### src/rtl/pc_gen.sv
// ---------------------------------------------------------------------------
// pc_gen -- program-counter generator at the front of the fetch stage.
//
// Holds the current fetch address and offers it to the IFU through a
// valid/ready handshake. Each cycle in RUN the next PC is chosen by priority:
// halt (hold), trap, branch/jump redirect, sequential step on an accepted
// fetch, or hold. A redirect target is loaded with its sub-instruction offset
// bits cleared. A one-cycle misalign pulse is raised if any of those bits
// were set. A free-running counter records completed fetch handshakes.
//
// Ports:
//   clk             rising-edge clock
//   rst             asynchronous reset, active low
//   out_valid       out_pc is a fetch request (registered)
//   out_ready       IFU accepts the request this cycle
//   out_pc          current fetch address (registered)
//   out_snpc        out_pc + INST_BYTES, combinational, wraps modulo 2^XLEN
//   redirect_valid  branch/jump redirect from the EXU
//   redirect_pc     branch/jump target
//   trap_valid      trap or xRET redirect, beats redirect_valid
//   trap_pc         trap vector or return address
//   halt            stop fetching, sticky until reset
//   flush           one-cycle pulse after any accepted redirect (registered)
//   misalign        one-cycle pulse after a target with nonzero offset bits
//   fetch_cnt       handshakes completed since reset, wraps silently
// ---------------------------------------------------------------------------
module pc_gen #(
    parameter int                XLEN       = 32,
    parameter logic [XLEN-1:0]   RST_ADDR   = 32'h8000_0000,
    parameter int                INST_BYTES = 4,
    parameter int                CNT_W      = 32
) (
    input  logic              clk,
    input  logic              rst,
    output logic              out_valid,
    input  logic              out_ready,
    output logic [XLEN-1:0]   out_pc,
    output logic [XLEN-1:0]   out_snpc,
    input  logic              redirect_valid,
    input  logic [XLEN-1:0]   redirect_pc,
    input  logic              trap_valid,
    input  logic [XLEN-1:0]   trap_pc,
    input  logic              halt,
    output logic              flush,
    output logic              misalign,
    output logic [CNT_W-1:0]  fetch_cnt
);

    // Two-bit state encoding; the unused code falls back to BOOT.
    localparam logic [1:0] ST_BOOT = 2'd0;
    localparam logic [1:0] ST_RUN  = 2'd1;
    localparam logic [1:0] ST_HALT = 2'd2;

    // Sequential step and the mask of offset bits below one instruction.
    localparam logic [XLEN-1:0]  PC_STEP  = XLEN'(INST_BYTES);
    localparam logic [XLEN-1:0]  OFF_MASK = XLEN'(INST_BYTES - 1);
    localparam logic [CNT_W-1:0] CNT_ONE  = CNT_W'(1);

    logic [1:0]        state_q;
    logic [1:0]        state_d;
    logic [XLEN-1:0]   pc_q;
    logic [XLEN-1:0]   pc_d;
    logic              valid_q;
    logic              valid_d;
    logic              flush_q;
    logic              flush_d;
    logic              misalign_q;
    logic              misalign_d;
    logic [CNT_W-1:0]  cnt_q;
    logic [CNT_W-1:0]  cnt_d;

    logic              fire_s;
    logic              redir_any_s;
    logic [XLEN-1:0]   target_s;
    logic [XLEN-1:0]   target_aligned_s;
    logic              target_off_s;
    logic [XLEN-1:0]   snpc_s;

    // Handshake, redirect source selection (trap beats branch) and alignment.
    always_comb begin
        fire_s           = valid_q & out_ready;
        redir_any_s      = trap_valid | redirect_valid;
        if (trap_valid) begin
            target_s = trap_pc;
        end else begin
            target_s = redirect_pc;
        end
        target_aligned_s = target_s & ~OFF_MASK;
        target_off_s     = |(target_s & OFF_MASK);
        snpc_s           = pc_q + PC_STEP;
    end

    // State register.
    always_ff @(posedge clk or negedge rst) begin
        if (!rst) begin
            state_q <= ST_BOOT;
        end else begin
            state_q <= state_d;
        end
    end

    // Next-state logic: BOOT lasts exactly one edge, HALT is left only by reset.
    always_comb begin
        state_d = state_q;
        case (state_q)
            ST_BOOT: begin
                state_d = ST_RUN;
            end
            ST_RUN: begin
                if (halt) begin
                    state_d = ST_HALT;
                end else begin
                    state_d = ST_RUN;
                end
            end
            ST_HALT: begin
                state_d = ST_HALT;
            end
            default: begin
                state_d = ST_BOOT;
            end
        endcase
    end

    // Next values of the PC, pulses and counter; only RUN does anything.
    always_comb begin
        pc_d       = pc_q;
        flush_d    = 1'b0;
        misalign_d = 1'b0;
        cnt_d      = cnt_q;
        valid_d    = (state_d == ST_RUN);
        case (state_q)
            ST_RUN: begin
                // A fire counts even when a redirect or halt lands with it.
                if (fire_s) begin
                    cnt_d = cnt_q + CNT_ONE;
                end else begin
                    cnt_d = cnt_q;
                end
                if (halt) begin
                    pc_d = pc_q;
                end else if (redir_any_s) begin
                    // Un-fired request is dropped in favour of the target.
                    pc_d       = target_aligned_s;
                    flush_d    = 1'b1;
                    misalign_d = target_off_s;
                end else if (fire_s) begin
                    pc_d = snpc_s;
                end else begin
                    pc_d = pc_q;
                end
            end
            default: begin
                pc_d = pc_q;
            end
        endcase
    end

    // Datapath registers.
    always_ff @(posedge clk or negedge rst) begin
        if (!rst) begin
            pc_q       <= RST_ADDR;
            valid_q    <= 1'b0;
            flush_q    <= 1'b0;
            misalign_q <= 1'b0;
            cnt_q      <= '0;
        end else begin
            pc_q       <= pc_d;
            valid_q    <= valid_d;
            flush_q    <= flush_d;
            misalign_q <= misalign_d;
            cnt_q      <= cnt_d;
        end
    end

    // Output drive.
    always_comb begin
        out_valid = valid_q;
        out_pc    = pc_q;
        out_snpc  = snpc_s;
        flush     = flush_q;
        misalign  = misalign_q;
        fetch_cnt = cnt_q;
    end

endmodule

### config.mk
export PLATFORM = sky130hd
export DESIGN_NAME = pc_gen
export DESIGN_NICKNAME = d
export VERILOG_FILES = /design/src/rtl/pc_gen.sv
export SDC_FILE = /design/constraint.sdc
export NUM_CORES = 1
export LEC_CHECK = 0
export ABC_AREA = 1
export BUFFER_PORTS_ARGS = -buffer_cell sky130_fd_sc_hd__buf_2
export CORE_UTILIZATION = 41
export CTS_CLUSTER_SIZE = 24
export DETAILED_ROUTE_END_ITERATION = 10
export PLACE_DENSITY_LB_ADDON = 0.12
export SYNTH_ARGS = -nofsm -noshare
export SYNTH_HDL_FRONTEND = slang
export SYNTH_SLANG_ARGS = --single-unit
### constraint.sdc
create_clock -name clk -period 1.9 [get_ports clk]
set_input_delay 0.19 -clock clk [delete_from_list [all_inputs] [get_ports clk]]
set_output_delay 0.19 -clock clk [all_outputs]
set_load 0.01 [all_outputs]
Word level (Yosys, flattened, before mapping):

Cells that the tools add are included.

* flip-flop bits (word level): 69
* input bits: 70
* output and inout port bits: 99
* logic and storage cells: 30

* add/subtract/negate cells: 2
* eq/ne operators: 3
* muxes and demuxes: 11
* bitwise logic cells: 3
* reductions and logical operators: 5

Operator list (count)
* $mux W32: 3
* $add A32 B1 Y32 const B: 1
* $add A32 B3 Y32 const B: 1
* $mux W1: 6
* $pmux W2 S3: 1
* $eq A2 B1 Y1 const B: 2
* $reduce_and A3 Y1: 1
* $eq A2 B2 Y1 const B: 1
* $logic_not A2 Y1: 1
* $mux W2: 1
* $reduce_and A2 Y1: 1
* $reduce_bool A2 Y1: 1
* $reduce_or A2 Y1: 1
* $and A1 B1 Y1: 1
* $not A1 Y1: 1
* $or A1 B1 Y1: 1

Logic depth before layout (Yosys ltp):

Gate-level depths: netlist of the first run.

* depth after elaboration: 5
* depth in mapped cells: 10
* gate-level depth less buffers: 10

Worst setup path after synthesis of the first run:

Ideal clock, no wire load.

* path type: flip-flop to flip-flop
* start: reg cnt_q[0] (netlist: fetch_cnt[0])
* end: reg cnt_q[20] (netlist: fetch_cnt[20])
* setup time: 117 ps
* arrival time: 1487 ps
* setup slack: 296 ps
* stages on the path, launching flop included: 9
* path buffers: 0
* cells stage by stage: dfrtp_1 ha_1 nand3_1 nor2_4 nand2_2 nor3_4 nand3_1 nand2_1 nand2_1

* longest elaborated chain between the ends: 1

Ends and longest elaborated chain
* start, declared: line 69 `logic [CNT_W-1:0] cnt_q;`
* start signal, assigned: line 172 `cnt_q <= cnt_d;`
* $add A32 B1 Y32: line 136 `cnt_d = cnt_q + CNT_ONE;`

No other way between the ends.
A chain may end at the register's enable or synchronous reset.

Final worst setup path of the first run:

* start: reg pc_q[2] (netlist: out_pc[2])
* end: out out_snpc[28]

* longest elaborated chain between the ends: 1

Ends and longest elaborated chain
* start, declared: line 61 `logic [XLEN-1:0] pc_q;`
* start signal, assigned: line 168 `pc_q <= pc_d;`
* $add A32 B3 Y32: line 90 `snpc_s = pc_q + PC_STEP;`
* end, declared: line 38 `output logic [XLEN-1:0] out_snpc,`

No other way between the ends.

==> results.sh, run 1 <==
export IMPL_vias=5076
export IMPL_final_nets=946
export IMPL_pin_count=169
export IMPL_die_height_um=110.4
export IMPL_arrival_ns=1.77
export IMPL_clkSinkCount=67
export IMPL_via_per_inst=4.967
export IMPL_clk_pin_slew_worst_paths_ns=0.06
export IMPL_grt_overflow=0
export IMPL_worstHoldPathCells=2
export IMPL_row_count=39
export IMPL_synth_seq_area_share=0.3484
export IMPL_grt_max_degree=68
export IMPL_fmax_ghz=0.5100
export IMPL_post_synth_num_cell_types=41
export IMPL_drcViolationCount=0
export IMPL_syn_area_per_cell_um2=6.990
export IMPL_reg2reg_from="fetch_cnt[0]"
export IMPL_rsz0062_at_grt="true"
export IMPL_p_comb_frac=0.464
export IMPL_antenna_cells=0
export IMPL_period_minus_slack_ns=1.961
export IMPL_placedInstanceArea_mm2=0.005786
export IMPL_coreArea_mm2=0.01142
export IMPL_reg2regPathDepth=8
export IMPL_hp_class="primary input to flip-flop"
export IMPL_synthAdderAreaFrac=0.005196
export IMPL_synth_top_family_by_area="simple AND/OR/NAND/NOR gates"
export IMPL_portBuffers=164
export IMPL_wire_per_inst_um=14.28
export IMPL_start_kind="flip-flop"
export IMPL_async_flop_share=1.000
export IMPL_totalWireLength_um=14600
export IMPL_drtIter0Drc=368
export IMPL_path_cells="ha_2 > nand2_2 > nor2_4 > nand2_4 > nor2_4 > nand2_1 > nand2_1 > nand2_1 > buf_2"
export IMPL_power_total_mw=7.982
export IMPL_grt_pass1_wl_um=23030
export IMPL_yosys_area_share_xor_xnor=0.06054
export IMPL_syn_inst=689
export IMPL_skew_ns=0.005664
export IMPL_synth_edf_count=0
export IMPL_fillCellCount=1132
export IMPL_h_tree_depth=3
export IMPL_numCtsBuffers=9
export IMPL_dpl_hpwl_um=10850
export IMPL_leakage_nw=3.173
export IMPL_drtAntennaViolNets=0
export IMPL_report_final_slew_viol_count=0
export IMPL_drtPass1Iterations=5
export IMPL_clkLatencyLatePin_ns=0.34
export IMPL_initial_core_util=0.4218
export IMPL_p_int_mw=4.609
export IMPL_reg2reg_to="fetch_cnt[20]"
export IMPL_seq_area_mm2=0.001692
export IMPL_hold_end="out_valid"
export IMPL_path_common_cell="nand2_1"
export IMPL_clk_path_buf_depth=2
export IMPL_yosysWarnings=0
export IMPL_period_share=1.032
export IMPL_stdcell_area_mm2=0.006397
export IMPL_synth_compound_area_share=0.1094
export IMPL_power_switching_mw=3.373
export IMPL_min_from="halt"
export IMPL_worstMarginPinSlew_ns=0.6097
export IMPL_end_kind="primary output"
export IMPL_critPathSlowestCell="dfrtp_1"
export IMPL_ys_ff_latch=67
export IMPL_drive_above_1_share=0.3242
export IMPL_yosys_area_share_simple=0.3975
export IMPL_antenna_found_initial=0
export IMPL_maxCapViolCount=0
export IMPL_worstSetupPathType="flip-flop to primary output"
export IMPL_gp_congestion=0.9154
export IMPL_p_seq_frac=0.310
export IMPL_status="complete, but fails checks"
export IMPL_synth_largest_area_cell="dfrtp_1"
export IMPL_hold_violations=0
export IMPL_yosysTopAreaCellShare=0.3429
export IMPL_peakVddDrop_mv=0.7569
export IMPL_clkPwrFrac=0.226
export IMPL_setup_ws_ns=-0.06092
export IMPL_swShare=0.4226
export IMPL_multi_input_area_mm2=0.002900
export IMPL_critPathMaxFanout=6
export IMPL_setup_viol=10
export IMPL_required_ns=1.71
export IMPL_area_growth_pct=32.84
export IMPL_p_per_area_mw_per_mm2=1248
export IMPL_root_buffer="clkbuf_16"
export IMPL_die_area_mm2=0.01218
export IMPL_post_route_util=0.5603
export IMPL_slowest_delay_ns=0.36
export IMPL_yosysMostFrequentCell="nand2_1"
export IMPL_synth_ff_type="dfrtp_1"
export IMPL_grtUsageTotal=0.2505
export IMPL_synthMuxAreaShare=0
export IMPL_grt_pass1_vias=4777
export IMPL_hold_ws_ns=0.05158
export IMPL_tritoncts="built"
export IMPL_rrSetupSlack_ns=0.23
export IMPL_slew_headroom=0.5904
export IMPL_violations="negative setup slack"
export IMPL_synth_area_mm2=0.004816
export IMPL_synth_common_cells="nand2_1 (244), nor2_1 (83), dfrtp_1 (66)"
export IMPL_die_w_um=110.4
export IMPL_synth_area_leaders="dfrtp_1 (34%), nand2_1 (19%), nor2_1 (6.5%)"
## logic make-up (layout without fill, tap and decap cells)
| family | count (synthesis) | after routing |
|---|---|---|
| AOI/OAI and AO/OA | 73 | 73 |
| xor gates and xnor gates | 29 | 29 |
| adders and majority gates | 2 | 2 |
| buffers and inverters | 86 | 273 |
| DFF | 67 | 67 |
| other | 1 | 4 |
| and+or+nand+nor | 431 | 431 |
## worst max-delay path, delay by kind of cell, from the launching register on
kind | cells | cell delay [ns]
DFF | 1 | 0.36
buffers and inverters | 1 | 0.14
adders and majority gates | 1 | 0.19
and+or+nand+nor | 7 | 0.73
## repair_timing
action,CTS,global route
gates cloned,0,0
pin swaps,15,14
setup endpoints to repair,21,23
endpoints found under the hold margin,66,0
buffers inserted,9,8
hold buffers,1,0
gates resized for setup,25,24
## layout by cell type, fill, tap and decap left out, types with 4 or more instances in the layout
master	n
or2_2	6
buf_2	161
nand3_2	4
nand2_1	236
nand3_1	33
nor3_1	16
nor2_2	9
o21ai_0	12
clkbuf_16	9
conb_1	4
nand2_2	11
o21a_1	4
dfrtp_2	11
nor2_1	74
a22o_1	20
nand4_1	10
nor2_4	15
buf_4	26
and2_1	5
a21boi_1	12
xnor2_1	6
xor2_1	13
inv_1	62
buf_6	4
a22oi_1	9
xor2_2	10
a21oi_1	10
dfrtp_1	55
## sequential cells by signal (all words and copies together), names as in the netlist
register	cells
out_valid	1
flush	1
misalign	1
fetch_cnt	32
state_q	2
out_pc	30
## per-layer routing
layer,GRT usage,wire length (um),vias to the layer above,share of wire
li1,-,-,2551,-
met1,0.3176,6654,2340,0.46
met2,0.4179,6898,161,0.47
met3,0.05644,714,24,0.049
met4,0.08835,330,0,0.023
met5,0,0,-,0
## final cells by class
type / instances / area share
Multi-Input combinational cell: 539 / 0.4534
Timing Repair Buffer: 193 / 0.1682
Clock buffer: 11 / 0.03638
Clock inverter: 5 / 0.01213
Sequential cell: 67 / 0.2644
Inverter: 64 / 0.03755
Tap cell: 143 / 0.02797
## metrics by stage
| step | setup TNS (ns) | std cells | setup slack, ns |
|---|---|---|---|
| 2_1_floorplan | 0 | 692 | 0.2957 |
| 3_3_place_gp | 0 | 988 | 0.2058 |
| 3_5_place_dp | 0 | 988 | 0.1604 |
| 4_1_cts | -0.9959 | 1014 | -0.09000 |
| 5_1_grt | -2.116 | 1022 | -0.1704 |
| 6_report | -0.3507 | 1022 | -0.06092 |
## power groups by stage
stage / clock network, mW / logic (mW) / registers [mW]
finish: 1.81 / 3.70 / 2.47
global route: 1.90 / 4.12 / 2.54
global placement: 0 / 3.27 / 2.42
CTS: 1.85 / 3.51 / 2.46
detailed placement: 0 / 3.30 / 2.45
floorplan: 0 / 1.89 / 2.52
## worst max path at each step
stage / startpoint / endpoint / depth (start not counted)
2_1_floorplan: fetch_cnt[0] / fetch_cnt[20] / 8
4_1_cts: out_pc[3] / out_snpc[30] / 9
3_5_place_dp: out_pc[2] / out_snpc[24] / 8
6_report: out_pc[2] / out_snpc[28] / 9
5_1_grt: out_pc[2] / out_snpc[28] / 9
3_3_place_gp: out_pc[2] / out_snpc[24] / 8
(Power assumes the default switching activity.)
==> inputs of run 2 (changes only) <==
==> constraint.sdc (replaced) <==
create_clock -name clk -period 1.9 [get_ports clk]
set_input_delay 0.19 -clock clk [delete_from_list [all_inputs] [get_ports clk]]
set_output_delay 0.19 -clock clk [all_outputs]
set_load 0.1 [all_outputs]
==> run 2 against run 1 <==
Effect of this change: the flow still finishes with violations (negative setup slack); wire length grew 5.8%; power is 85% higher; worst setup slack got worse by 0.13 ns; critical path depth is 1 lower; final area rose by 17%; die area stayed put; first-iteration DRC count fell by 19%; combinational power grew to 2.9 times the previous value; clock-buffer cell count rose by 2; non-clock buffer count increased by 20; critical endpoint is now out_snpc[12]; largest power group unchanged.
==> results.sh, run 2 (synthesis gave the netlist of run 1 again) <==
export IMPL_area_growth_pct=55.70
export IMPL_dp_cells=996
export IMPL_portBuffers=164
export IMPL_clkSinkCount=67
export IMPL_rsz0062_at_grt="true"
export IMPL_slowest_delay_ns=0.45
export IMPL_clk_path_buf_depth=2
export IMPL_maxCapViolCount=0
export IMPL_wire_per_inst_um=14.82
export IMPL_hp_class="primary input to flip-flop"
export IMPL_path_cells="ha_4 > nand2_4 > nor2_4 > nand2_4 > nor2_4 > buf_6 > xor2_4 > buf_12"
export IMPL_end_kind="primary output"
export IMPL_layout_common_cells="nand2_1 (206), buf_2 (136), nor2_1 (73)"
export IMPL_antenna_found_initial=0
export IMPL_leakage_nw=3.525
export IMPL_totalWireLength_um=15440
export IMPL_root_buffer="clkbuf_16"
export IMPL_final_nets=966
export IMPL_coreArea_mm2=0.01142
export IMPL_fillCellCount=1014
export IMPL_cp_buffers_inverters=2
export IMPL_drcViolationCount=0
export IMPL_tritoncts="built"
export IMPL_drtPass1Iterations=5
export IMPL_grt_overflow=0
export IMPL_worstMarginPinSlew_ns=0.6395
export IMPL_setup_viol=23
export IMPL_status="complete, but fails checks"
export IMPL_layout_commonest_cell="nand2_1"
export IMPL_post_route_util=0.6567
export IMPL_skew_ns=0.006160
export IMPL_arrival_ns=1.90
export IMPL_row_count=39
export IMPL_report_final_slew_viol_count=0
export IMPL_die_height_um=110.4
export IMPL_clk_pin_slew_worst_paths_ns=0.06
export IMPL_critPathSlowestCell="dfrtp_4"
export IMPL_violations="negative setup slack"
export IMPL_grt_max_degree=37
export IMPL_dpl_hpwl_um=11460
export IMPL_finalNonFillerCells=1042
export IMPL_start_kind="flip-flop"
export IMPL_gp_congestion=0.9252
export IMPL_via_per_inst=4.991
export IMPL_vias=5201
export IMPL_cp_top_family="flip-flops"
export IMPL_grtUsageTotal=0.2606
export IMPL_period_share=1.100
export IMPL_pre_cts_ws_ns=0.07816
export IMPL_largest_reg_flops=32
export IMPL_antenna_cells=0
export IMPL_critPathMaxFanout=6
export IMPL_required_ns=1.71
export IMPL_numCtsBuffers=9
export IMPL_worstSetupPathType="flip-flop to primary output"
export IMPL_peakVddDrop_mv=1.898
export IMPL_clkLatencyLatePin_ns=0.33
export IMPL_grt_pass1_wl_um=24110
export IMPL_period_minus_slack_ns=2.089
export IMPL_drive_above_1_share=0.4205
export IMPL_grt_pass1_vias=5013
export IMPL_drtAntennaViolNets=0
export IMPL_die_w_um=110.4
export IMPL_die_area_mm2=0.01218
export IMPL_setup_ws_ns=-0.1894
export IMPL_p_per_area_mw_per_mm2=1974
export IMPL_fmax_ghz=0.4786
export IMPL_drtIter0Drc=299
export IMPL_slew_headroom=0.5730
export IMPL_h_tree_depth=3
export IMPL_pin_count=169
export IMPL_hold_violations=0
export IMPL_initial_core_util=0.4218
==> run 2: area by class of cell <==
cell class,instances,area [um^2],area share
multi-input cells,539,3353,0.4472
clock inverters,3,17.52,0.002336
inverters,64,244.0,0.03254
flip-flops and latches,67,1749,0.2333
repair buffers,213,1715,0.2288
well taps,143,178.9,0.02386
clock buffers,13,240.2,0.03204
==> run 2: worst paths after layout <==
kind | slack, ns | cells past startpoint | from | to
max | -0.19 | 8 | out_pc[2] | out_snpc[12]
min | 0.09 | 3 | redirect_pc[1] | misalign
max reg2reg | 0.20 | 8 | fetch_cnt[0] | fetch_cnt[20]
min reg2reg | 0.49 | 1 | state_q[0] | state_q[1]
max in group asynchronous | 0.91 | 3 | rst | out_pc[31]
min in group asynchronous | 0.38 | 2 | rst | misalign
==> run 2: report_power, final <==
part           switching [mW]  total, mW  internal (mW)
clock                   0.620       1.50          0.880
sequential              0.596       2.54           1.95
combinational            7.86       10.8           2.90
total                    9.07       14.8           5.73
==> run 2: repair_timing <==
action                                  CTS  global route
hold buffers                              1             0
pin swaps                                11            23
endpoints found under the setup margin   25            25
buffers inserted                         16            14
gates cloned                              0             0
endpoints found under the hold margin    17             0
resized for setup                        24            61
==> run 2: through the flow <==
stage | cell area [um^2] | setup TNS (ns) | hold WS [ns] | power (mW)
2_1_floorplan | 5220 | -20.91 | -0.1056 | 10.12
3_3_place_gp | 6669 | 0 | 0.1882 | 12.65
3_5_place_dp | 6669 | 0 | 0.1992 | 12.74
4_1_cts | 7169 | -2.983 | 0.07728 | 14.52
5_1_grt | 7498 | -4.168 | 0.09739 | 15.41
6_report | 7498 | -2.480 | 0.08885 | 14.80
==> run 2: tightest hold or removal path, stage by stage <==
cell and delay (ns):
buf_2 0.07, nor3_1 0.03, nor2_1 0.08
==> run 2: per-layer routing <==
layer | track usage | up-vias | share of wire
met5 | 0 | - | 0
met4 | 0.1062 | 0 | 0.027
met3 | 0.04233 | 28 | 0.048
met2 | 0.4454 | 154 | 0.50
met1 | 0.3264 | 2435 | 0.43
li1 | - | 2584 | -
==> inputs of run 3 (changes only) <==
BUFFER_PORTS_ARGS = -buffer_cell sky130_fd_sc_hd__buf_4   (was -buffer_cell sky130_fd_sc_hd__buf_2)
CORE_UTILIZATION = 51   (was 41)
CTS_CLUSTER_DIAMETER = 150   (was default)
==> run 3 against run 2 <==
Effect of this change: the run still ends with negative setup slack left; wire length grew 11%; clock-buffer cell count shrank 2; sequential cell count is the same; power grew 1.0%; sequential power is essentially flat.
==> results.sh, run 3 (synthesis gave the netlist of run 1 again) <==
export IMPL_start_kind="flip-flop"
export IMPL_grt_max_degree=37
export IMPL_root_buffer="clkbuf_8"
export IMPL_cp_buffers_inverters=1
export IMPL_hold_violations=0
export IMPL_setup_ws_ns=-0.3088
export IMPL_use_met3=0.06887
export IMPL_met2_usage=0.6154
export IMPL_peakVddDrop_mv=2.467
export IMPL_drtPass1Iterations=5
export IMPL_area_growth_pct=59.03
export IMPL_grt_pass1_vias=5411
export IMPL_die_w_um=99.18
export IMPL_clkLatencyLatePin_ns=0.34
export IMPL_drtIter0Drc=339
export IMPL_initial_core_util=0.5237
export IMPL_totalWireLength_um=17180
export IMPL_violations="negative setup slack"
export IMPL_cp_top_family="simple AND/OR/NAND/NOR gates"
export IMPL_p_per_area_mw_per_mm2=1953
export IMPL_drive_above_1_share=0.4128
export IMPL_layout_commonest_cell="nand2_1"
export IMPL_rsz0062_at_grt="true"
export IMPL_dp_cells=971
export IMPL_fmax_ghz=0.4527
export IMPL_critPathMaxFanout=5
export IMPL_finalNonFillerCells=1005
export IMPL_placedInstanceArea_mm2=0.006661
export IMPL_clk_pin_slew_worst_paths_ns=0.08
export IMPL_stdcell_area_mm2=0.007659
export IMPL_slew_headroom=0.5625
export IMPL_wire_per_inst_um=17.10
export IMPL_arrival_ns=2.02
export IMPL_drcViolationCount=0
export IMPL_grtUsageTotal=0.3452
export IMPL_path_cells="nand2_1 > nor2_1 > nand2_1 > nor2_2 > nand2_2 > nand2_2 > nand2_4 > buf_12"
export IMPL_portBuffers=164
export IMPL_die_height_um=99.18
export IMPL_hp_class="primary input to flip-flop"
export IMPL_gp_congestion=0.8802
export IMPL_via_per_inst=5.418
export IMPL_drtAntennaViolNets=0
export IMPL_worstSetupPathType="flip-flop to primary output"
export IMPL_fillCellCount=580
export IMPL_setup_viol=24
export IMPL_coreArea_mm2=0.009196
export IMPL_maxCapViolCount=0
export IMPL_report_final_slew_viol_count=0
export IMPL_grt_pass1_wl_um=26350
export IMPL_row_count=35
export IMPL_status="complete, but fails checks"
export IMPL_leakage_nw=3.535
export IMPL_h_tree_depth=3
export IMPL_dpl_hpwl_um=11680
export IMPL_grt_overflow=0
export IMPL_die_area_mm2=0.009836
export IMPL_busiest_layer="met2"
export IMPL_pin_count=169
export IMPL_antenna_cells=0
export IMPL_final_nets=961
export IMPL_worstMarginPinSlew_ns=0.6553
export IMPL_numCtsBuffers=9
export IMPL_largest_reg_flops=32
export IMPL_period_share=1.163
export IMPL_met1_usage=0.4072
export IMPL_tritoncts="built"
export IMPL_period_minus_slack_ns=2.209
export IMPL_antenna_found_initial=0
export IMPL_skew_ns=0.006681
export IMPL_clkSinkCount=67
export IMPL_layout_common_cells="nand2_1 (210), buf_4 (167), nor2_1 (73)"
export IMPL_clk_path_buf_depth=2
export IMPL_critPathSlowestCell="dfrtp_1"
export IMPL_vias=5445
export IMPL_slowest_delay_ns=0.45
export IMPL_end_kind="primary output"
export IMPL_required_ns=1.71
run 3: cell types whose count changed in the layout (fill, tap and decap cells not counted), sizes merged:
| cell | before | now |
|---|---|---|
| clkbuf | 13 | 11 |
| buf | 212 | 207 |
| bufinv | 0 | 1 |
| clkinvlp | 2 | 3 |
run 3: worst paths after layout:
check | start | cells after the start | end | slack [ns]
max | out_pc[17] | 8 | out_snpc[27] | -0.31
min in group asynchronous | rst | 2 | out_pc[12] | 0.34
min | halt | 2 | out_valid | 0.04
min reg2reg | fetch_cnt[4] | 1 | fetch_cnt[4] | 0.51
max in group asynchronous | rst | 3 | out_pc[31] | 0.97
max reg2reg | out_pc[2] | 10 | out_pc[21] | 0.07
run 3: cell type report:
cell class,instances,area [um^2],area share
sequential,67,1743,0.2276
tap,111,138.9,0.01813
clock inverter,5,62.56,0.008169
multi-input combinational,539,3357,0.4383
clock buffer,11,141.4,0.01846
inverter,64,244.0,0.03186
timing repair buffer,208,1972,0.2575
run 3: where the power goes:
part | total (mW) | internal [mW] | switching (mW)
clock network | 1.25 | 0.647 | 0.602
logic | 11.2 | 3.17 | 8.00
registers | 2.54 | 1.93 | 0.609
run 3: per-stage QoR:
stage / setup TNS (ns) / hold WS (ns) / total power [mW] / util / worst slack [ns]
after floorplan: -20.91 / -0.1056 / 10.12 / - / -0.7481
after global placement: -0.03419 / 0.1891 / 12.14 / 0.7244 / -0.02019
after detailed placement: -0.2137 / 0.1988 / 12.25 / 0.7244 / -0.08775
after CTS: -3.789 / 0.02506 / 14.57 / 0.8106 / -0.2203
after global routing: -6.412 / 0.02961 / 15.44 / 0.8328 / -0.3837
final: -4.731 / 0.03809 / 14.96 / 0.8328 / -0.3088
run 3: per-layer routing:
metal  part of all wire  vias to the layer above
li1                   -                     2580
met1               0.39                     2555
met2               0.50                      255
met3              0.068                       55
met4              0.040                        0
met5                  0                        -
run 3: repair_timing:
item,in CTS,in global routing
endpoints found under the hold margin,34,0
setup endpoints to repair,27,28
pin swaps,12,28
setup buffers,12,8
hold buffers,1,0
resized for setup,119,40
